<file path="config.mk">
export PLATFORM = sky130hd
export DESIGN_NAME = hazard_ctrl_flat
export DESIGN_NICKNAME = d
export VERILOG_FILES = /design/src/rtl/hazard_ctrl_pkg.sv /design/src/rtl/hazard_ctrl_if.sv /design/src/rtl/hazard_ctrl_sat_counter.sv /design/src/rtl/hazard_ctrl.sv /design/src/flat_wrapper.sv
export SDC_FILE = /design/constraint.sdc
export NUM_CORES = 1
export LEC_CHECK = 0
export CAP_MARGIN = 25
export CORE_ASPECT_RATIO = 0.9
export CORE_MARGIN = 5
export CORE_UTILIZATION = 35
export DETAILED_ROUTE_END_ITERATION = 7
export GPL_TIMING_DRIVEN = 0
export PLACE_DENSITY = 0.7
export SYNTH_ARGS = -nofsm -noshare
export SYNTH_HDL_FRONTEND = slang
export SYNTH_SLANG_ARGS = --single-unit
</file>
<file path="constraint.sdc">
create_clock -name clk -period 2.65 [get_ports clk]
set_input_delay 0.3975 -clock clk [delete_from_list [all_inputs] [get_ports clk]]
set_output_delay 0.3975 -clock clk [all_outputs]
set_load 0.02 [all_outputs]
</file>
<file path="src/rtl/hazard_ctrl_pkg.sv">
// Shared definitions for the hazard controller: FSM state encoding and sizing helpers.
// Ports: none (package).
// Imported by the controller top and the performance counter.
package hazard_ctrl_pkg;

    // Memory-freeze FSM: RUN = pipeline free, WAIT = multi-cycle data access in flight.
    typedef enum logic {
        ST_RUN  = 1'b0,
        ST_WAIT = 1'b1
    } state_e;

    localparam int DEF_LEN_REG_FILE_ADDR = 5;
    localparam int DEF_MEM_LATENCY       = 1;
    localparam int DEF_LEN_COUNT         = 16;

    // Width of the WAIT down-counter; it must hold MEM_LATENCY-1 and never be zero width.
    function automatic int cnt_width(input int mem_latency);
        int w;
        w = $clog2(mem_latency + 1);
        return (w < 1) ? 1 : w;
    endfunction

endpackage

</file>
<file path="src/rtl/hazard_ctrl_if.sv">
// Hazard bundle between the pipeline datapath and the hazard controller.
// master: datapath side (drives hazard sources, receives hold/flush controls and counters).
// slave : controller side (the reverse).
interface hazard_ctrl_if #(
    parameter int LEN_REG_FILE_ADDR = 5,
    parameter int LEN_COUNT         = 16
);
    logic [LEN_REG_FILE_ADDR-1:0] id_reg_1;
    logic [LEN_REG_FILE_ADDR-1:0] id_reg_2;
    logic                         id_uses_reg_2;
    logic                         ex_mem_read;
    logic [LEN_REG_FILE_ADDR-1:0] ex_dst_reg;
    logic                         branch_taken;
    logic                         mem_start;

    logic                         pc_write;
    logic                         if2id_write;
    logic                         if2id_flush;
    logic                         id2ex_flush;
    logic                         pipe_stall;
    logic [LEN_COUNT-1:0]         bubble_count;
    logic [LEN_COUNT-1:0]         stall_count;

    modport master (
        output id_reg_1, id_reg_2, id_uses_reg_2, ex_mem_read, ex_dst_reg, branch_taken, mem_start,
        input  pc_write, if2id_write, if2id_flush, id2ex_flush, pipe_stall, bubble_count, stall_count
    );

    modport slave (
        input  id_reg_1, id_reg_2, id_uses_reg_2, ex_mem_read, ex_dst_reg, branch_taken, mem_start,
        output pc_write, if2id_write, if2id_flush, id2ex_flush, pipe_stall, bubble_count, stall_count
    );
endinterface

</file>
<file path="src/rtl/hazard_ctrl_sat_counter.sv">
// Saturating up-counter used for the bubble and stall performance counters.
// Ports: clk, reset (async active-low), inc (count this cycle), count (current value).
// Latency: count reflects inc one edge later; holds at all-ones instead of wrapping.
module sat_counter #(
    parameter int LEN_COUNT = 16
) (
    input  logic                 clk,
    input  logic                 reset,
    input  logic                 inc,
    output logic [LEN_COUNT-1:0] count
);
    logic [LEN_COUNT-1:0] count_q;
    logic [LEN_COUNT-1:0] count_d;

    always_comb begin
        count_d = count_q;
        if (inc && (count_q != '1)) begin
            count_d = count_q + 1'b1;
        end
    end

    always_ff @(posedge clk or negedge reset) begin
        if (!reset) begin
            count_q <= '0;
        end else begin
            count_q <= count_d;
        end
    end

    assign count = count_q;
endmodule

</file>
<file path="src/rtl/hazard_ctrl.sv">
// Pipeline hazard controller: load-use bubble, taken-branch flush, multi-cycle memory freeze, perf counters.
// Ports: clk, reset (async active-low), hz (slave side of hazard_ctrl_if).
// Latency: controls are combinational from state+inputs; FSM and counters update on posedge clk.
module hazard_ctrl
    import hazard_ctrl_pkg::*;
#(
    parameter int LEN_REG_FILE_ADDR = DEF_LEN_REG_FILE_ADDR,
    parameter int MEM_LATENCY       = DEF_MEM_LATENCY,
    parameter int LEN_COUNT         = DEF_LEN_COUNT
) (
    input  logic          clk,
    input  logic          reset,
    hazard_ctrl_if.slave  hz
);
    localparam int CNT_W = cnt_width(MEM_LATENCY);
    localparam bit MULTI = (MEM_LATENCY > 1);

    state_e             state_q, state_d;
    logic [CNT_W-1:0]   cnt_q, cnt_d;

    logic [LEN_REG_FILE_ADDR-1:0] ex_dst, id_r1, id_r2;
    logic                         load_use;
    logic                         stall_start;
    logic                         stall;

    logic                         pc_write, if2id_write, if2id_flush, id2ex_flush, pipe_stall;
    logic [LEN_COUNT-1:0]         bubble_cnt, stall_cnt;

    assign ex_dst = hz.ex_dst_reg;
    assign id_r1  = hz.id_reg_1;
    assign id_r2  = hz.id_reg_2;

    // Register 0 is hard-wired zero, so a load targeting it never creates a dependency.
    assign load_use = hz.ex_mem_read && (ex_dst != '0) &&
                      ((ex_dst == id_r1) || (hz.id_uses_reg_2 && (ex_dst == id_r2)));

    // The first freeze cycle is the RUN cycle that sees mem_start; the WAIT cycle with cnt==1
    // lets the pipeline advance, giving MEM_LATENCY-1 frozen cycles in total.
    assign stall_start = (state_q == ST_RUN) && hz.mem_start && MULTI;
    assign stall       = stall_start || ((state_q == ST_WAIT) && (cnt_q > CNT_W'(1)));

    always_comb begin
        state_d = state_q;
        cnt_d   = cnt_q;
        case (state_q)
            ST_RUN: begin
                if (stall_start) begin
                    state_d = ST_WAIT;
                    cnt_d   = CNT_W'(MEM_LATENCY - 1);
                end
            end
            ST_WAIT: begin
                cnt_d = cnt_q - 1'b1;
                if (cnt_q == CNT_W'(1)) begin
                    state_d = ST_RUN;
                end
            end
            default: begin
                state_d = ST_RUN;
                cnt_d   = '0;
            end
        endcase
    end

    always_ff @(posedge clk or negedge reset) begin
        if (!reset) begin
            state_q <= ST_RUN;
            cnt_q   <= '0;
        end else begin
            state_q <= state_d;
            cnt_q   <= cnt_d;
        end
    end

    // Freeze dominates so hazards are re-evaluated once the pipeline moves again;
    // a taken branch squashes the dependent instruction anyway, so it beats load-use.
    always_comb begin
        pc_write    = 1'b1;
        if2id_write = 1'b1;
        if2id_flush = 1'b0;
        id2ex_flush = 1'b0;
        pipe_stall  = 1'b0;
        if (!reset) begin
            pc_write    = 1'b0;
            if2id_write = 1'b0;
            if2id_flush = 1'b1;
            id2ex_flush = 1'b1;
        end else if (stall) begin
            pc_write    = 1'b0;
            if2id_write = 1'b0;
            pipe_stall  = 1'b1;
        end else if (hz.branch_taken) begin
            if2id_flush = 1'b1;
            id2ex_flush = 1'b1;
        end else if (load_use) begin
            pc_write    = 1'b0;
            if2id_write = 1'b0;
            id2ex_flush = 1'b1;
        end
    end

    // id2ex_flush is forced high during reset; those cycles are not bubbles.
    sat_counter #(.LEN_COUNT(LEN_COUNT)) u_bubble_cnt (
        .clk   (clk),
        .reset (reset),
        .inc   (id2ex_flush && reset),
        .count (bubble_cnt)
    );

    sat_counter #(.LEN_COUNT(LEN_COUNT)) u_stall_cnt (
        .clk   (clk),
        .reset (reset),
        .inc   (pipe_stall),
        .count (stall_cnt)
    );

    assign hz.pc_write     = pc_write;
    assign hz.if2id_write  = if2id_write;
    assign hz.if2id_flush  = if2id_flush;
    assign hz.id2ex_flush  = id2ex_flush;
    assign hz.pipe_stall   = pipe_stall;
    assign hz.bubble_count = bubble_cnt;
    assign hz.stall_count  = stall_cnt;
endmodule

</file>
<file path="src/flat_wrapper.sv">
// flat-port wrapper written by rule: the top's interface ports become plain ports
module hazard_ctrl_flat import hazard_ctrl_pkg::*;
#(
    parameter int LEN_REG_FILE_ADDR = DEF_LEN_REG_FILE_ADDR,
    parameter int MEM_LATENCY       = DEF_MEM_LATENCY,
    parameter int LEN_COUNT         = DEF_LEN_COUNT
)
  (clk, reset, hz_id_reg_1, hz_id_reg_2, hz_id_uses_reg_2, hz_ex_mem_read, hz_ex_dst_reg, hz_branch_taken, hz_mem_start, hz_pc_write, hz_if2id_write, hz_if2id_flush, hz_id2ex_flush, hz_pipe_stall, hz_bubble_count, hz_stall_count);
  hazard_ctrl_if #(.LEN_REG_FILE_ADDR(LEN_REG_FILE_ADDR), .LEN_COUNT(LEN_COUNT)) hz_i ();
  input  logic clk;
  input  logic reset;
  input wire logic [$bits(hz_i.id_reg_1)-1:0] hz_id_reg_1;
  input wire logic [$bits(hz_i.id_reg_2)-1:0] hz_id_reg_2;
  input wire logic [$bits(hz_i.id_uses_reg_2)-1:0] hz_id_uses_reg_2;
  input wire logic [$bits(hz_i.ex_mem_read)-1:0] hz_ex_mem_read;
  input wire logic [$bits(hz_i.ex_dst_reg)-1:0] hz_ex_dst_reg;
  input wire logic [$bits(hz_i.branch_taken)-1:0] hz_branch_taken;
  input wire logic [$bits(hz_i.mem_start)-1:0] hz_mem_start;
  output wire logic [$bits(hz_i.pc_write)-1:0] hz_pc_write;
  output wire logic [$bits(hz_i.if2id_write)-1:0] hz_if2id_write;
  output wire logic [$bits(hz_i.if2id_flush)-1:0] hz_if2id_flush;
  output wire logic [$bits(hz_i.id2ex_flush)-1:0] hz_id2ex_flush;
  output wire logic [$bits(hz_i.pipe_stall)-1:0] hz_pipe_stall;
  output wire logic [$bits(hz_i.bubble_count)-1:0] hz_bubble_count;
  output wire logic [$bits(hz_i.stall_count)-1:0] hz_stall_count;
  assign hz_i.id_reg_1 = hz_id_reg_1;
  assign hz_i.id_reg_2 = hz_id_reg_2;
  assign hz_i.id_uses_reg_2 = hz_id_uses_reg_2;
  assign hz_i.ex_mem_read = hz_ex_mem_read;
  assign hz_i.ex_dst_reg = hz_ex_dst_reg;
  assign hz_i.branch_taken = hz_branch_taken;
  assign hz_i.mem_start = hz_mem_start;
  assign hz_pc_write = hz_i.pc_write;
  assign hz_if2id_write = hz_i.if2id_write;
  assign hz_if2id_flush = hz_i.if2id_flush;
  assign hz_id2ex_flush = hz_i.id2ex_flush;
  assign hz_pipe_stall = hz_i.pipe_stall;
  assign hz_bubble_count = hz_i.bubble_count;
  assign hz_stall_count = hz_i.stall_count;
  hazard_ctrl #(.LEN_REG_FILE_ADDR(LEN_REG_FILE_ADDR), .MEM_LATENCY(MEM_LATENCY), .LEN_COUNT(LEN_COUNT)) u_core (.clk(clk), .reset(reset), .hz(hz_i));
endmodule
</file>
==> flow_summary.ini, run 1 <==
[status]
status = complete, no violations

[drt]
wl_mm = 2.78
dr.pass1.iters = 4
drc_errors = 0
vias = 1002
wl_per_cell_um = 12.5
viasPerCell = 4.51
drt-initial-drc-count = 14
ant_nets = 0

[logic_synthesis]
ys.warnings.count = 0
muxShareOfSynthArea = 0.0289
ys_seq_area_frac = 0.356
synthArstFlopShare = 1.00
synth_xor_area_frac = 0.179
synth_top_family_by_area = simple AND/OR/NAND/NOR gates
synth_commonest_cells = buf_4, dfrtp_1, xnor2_1, nand2_1, xor2_1
synth.distinct_cells = 31
synth_edf_count = 0
synth_area_um2 = 1120
synth_most_common_cell = buf_4
synth_largest_area_cell = dfrtp_1
synthTopCellsByArea = dfrtp_1, buf_4, xnor2_1
avgSynthCellArea_um2 = 9.30
synthCells = 121
synth_top_cell_area_share = 0.356
yosys_register_bits = 16
ys.flop_type = dfrtp_1
synth_compound_area_frac = 0.0679
synth_fa_ha_area_frac = 0.0111
yosys.area_share.simple = 0.220

[clock_network]
cts_tree = built
clk_latency_ns = 0.29
numCtsBuffers = 3
h-tree-depth = 1
cts_root_buf = clkbuf_4
clock-sinks = 16
cts_setup_buffers = 0
clk_pin_slew_ns = 0.10
cts_max_path_buffers = 2

[sta]
slew_violations = 0
rsz0062_at_grt = false
fin_crit_ns = 2.53
max_freq_ghz = 0.395
setup_tns_ns = 0
hold_viol_final = 0
finalHoldWorstSlack_ns = 0.0249
setup_viol = 0
fin_skew_ns = 0.00227
period_share = 0.956

[finish]
drive_gt1_frac = 0.167
syn_to_final_growth_pct = 46.9
largest_register_ffs = 16
final_area_um2 = 1650
antenna_cells = 0
final_util = 0.539
fin_nets = 203

[worst_setup_path]
crit-reg2reg-launch = u_core.u_bubble_cnt.count[3]
cp_max_fo = 3
startpoint = hz_ex_dst_reg[1]
ff2ff_path_depth = 5
required_ns = 2.25
crit_path_start_kind = input port
worstSetupPathType = input port to primary output
worstPathArrival_ns = 2.14
r2r-end = u_core.u_bubble_cnt.count[15]
endpoint_kind = primary output
worst-r2r-setup-slack_ns = 0.79

[global_route]
grt_overflow = 0
grt_pass1_wl_mm = 4.77
grt_use_total = 0.129
antenna_found_initial = 0
grt_pass1_vias = 1034
grt_max_degree = 19

[pwr]
power_per_cell_area_nw_per_um2 = 513
leakagePower_nw = 0.764
ir_worst_vdd_uv = 325
power_mw = 0.848

[placed_design]
io_buffer_count = 39
place.gp.congestion = 0.824
place_hpwl_mm = 2.17
place_area_um2 = 1630

[floorplanning]
die_w_um = 69.8
initial_core_util = 0.367
dieHeight_um = 63.8
die_area_um2 = 4450
io_pins = 58
core_area_um2 = 3070
row_count = 19

[run]
drv_cap = 0

[min_path]
hold_path_class = input port to async pin
-- layout by cell type (no fill, tap or decap), types with 3 or more instances in the layout --
master / count
clkbuf_2: 3
nand4_1: 6
clkbuf_4: 3
nand2_1: 10
buf_4: 19
xor2_1: 10
xnor2_1: 13
nor2_1: 7
nor3_1: 5
conb_1: 17
nand3_1: 8
inv_1: 3
dfrtp_1: 16
clkdlybuf4s50_1: 35
-- logic make-up (layout without fill, tap and decap cells) --
| kind of cell | count (synthesis) | in the layout |
|---|---|---|
| AND/OR/NAND/NOR | 47 | 47 |
| other | 1 | 17 |
| adder cells (fa/ha/maj) | 1 | 1 |
| flip-flops | 16 | 16 |
| multiplexers | 3 | 3 |
| AO/OA/AOI/OAI | 8 | 8 |
| XOR/XNOR | 23 | 23 |
| buffers and inverters | 22 | 65 |
-- stage by stage --
stage	setup slack, ns	instances
2_1_floorplan	0.621	137
3_3_place_gp	-0.437	218
3_5_place_dp	-0.479	218
4_1_cts	0.00811	222
5_1_grt	0.0120	222
6_report	0.117	222
-- how the worst max path moves through the flow --
stage,endpoint,cells after the start
4_1_cts,hz_if2id_write,6
5_1_grt,hz_pc_write,7
3_3_place_gp,hz_pc_write,5
2_1_floorplan,hz_pc_write,5
6_report,hz_pc_write,7
3_5_place_dp,hz_pc_write,5
-- repair_timing --
action                                  CTS  global route
hold buffers                              0             0
pin swaps                                 0             0
endpoints found under the setup margin    4             4
resized for setup                         5             7
-- power breakdown --
part / switching, mW / internal, mW
registers: 0.0545 / 0.284
logic: 0.176 / 0.167
clock network: 0.0829 / 0.0838
total: 0.313 / 0.535
-- critical path, cell delays in order --
cell and delay (ns):
clkdlybuf4s50_1 0.47, or4_1 0.55, o21a_1 0.25, nand2_1 0.11, o21a_1 0.13, buf_4 0.10, buf_4 0.13
-- routing by layer --
layer,GRT usage,wire length (um),up-vias
met1,0.166,1380,445
met3,0.0423,233,5
met5,0,0,-
met4,0.0455,36,0
li1,-,-,499
met2,0.205,1130,53
-- cell type report --
type	count	area, um2
Fill cell	299	1410
Multi-Input combinational cell	99	641
Sequential cell	16	400
Timing Repair Buffer	39	373
Buffer	19	139
Tap cell	42	52.6
Clock buffer	4	36.3
Inverter	3	11.3
(Power assumes the default switching activity.)
==> run 2, diff against run 1 <==
- GPL_ROUTABILITY_DRIVEN: default -> 1
==> results of run 2 <==
Same layout as run 1: the final DEF is identical, and so are final timing and power.
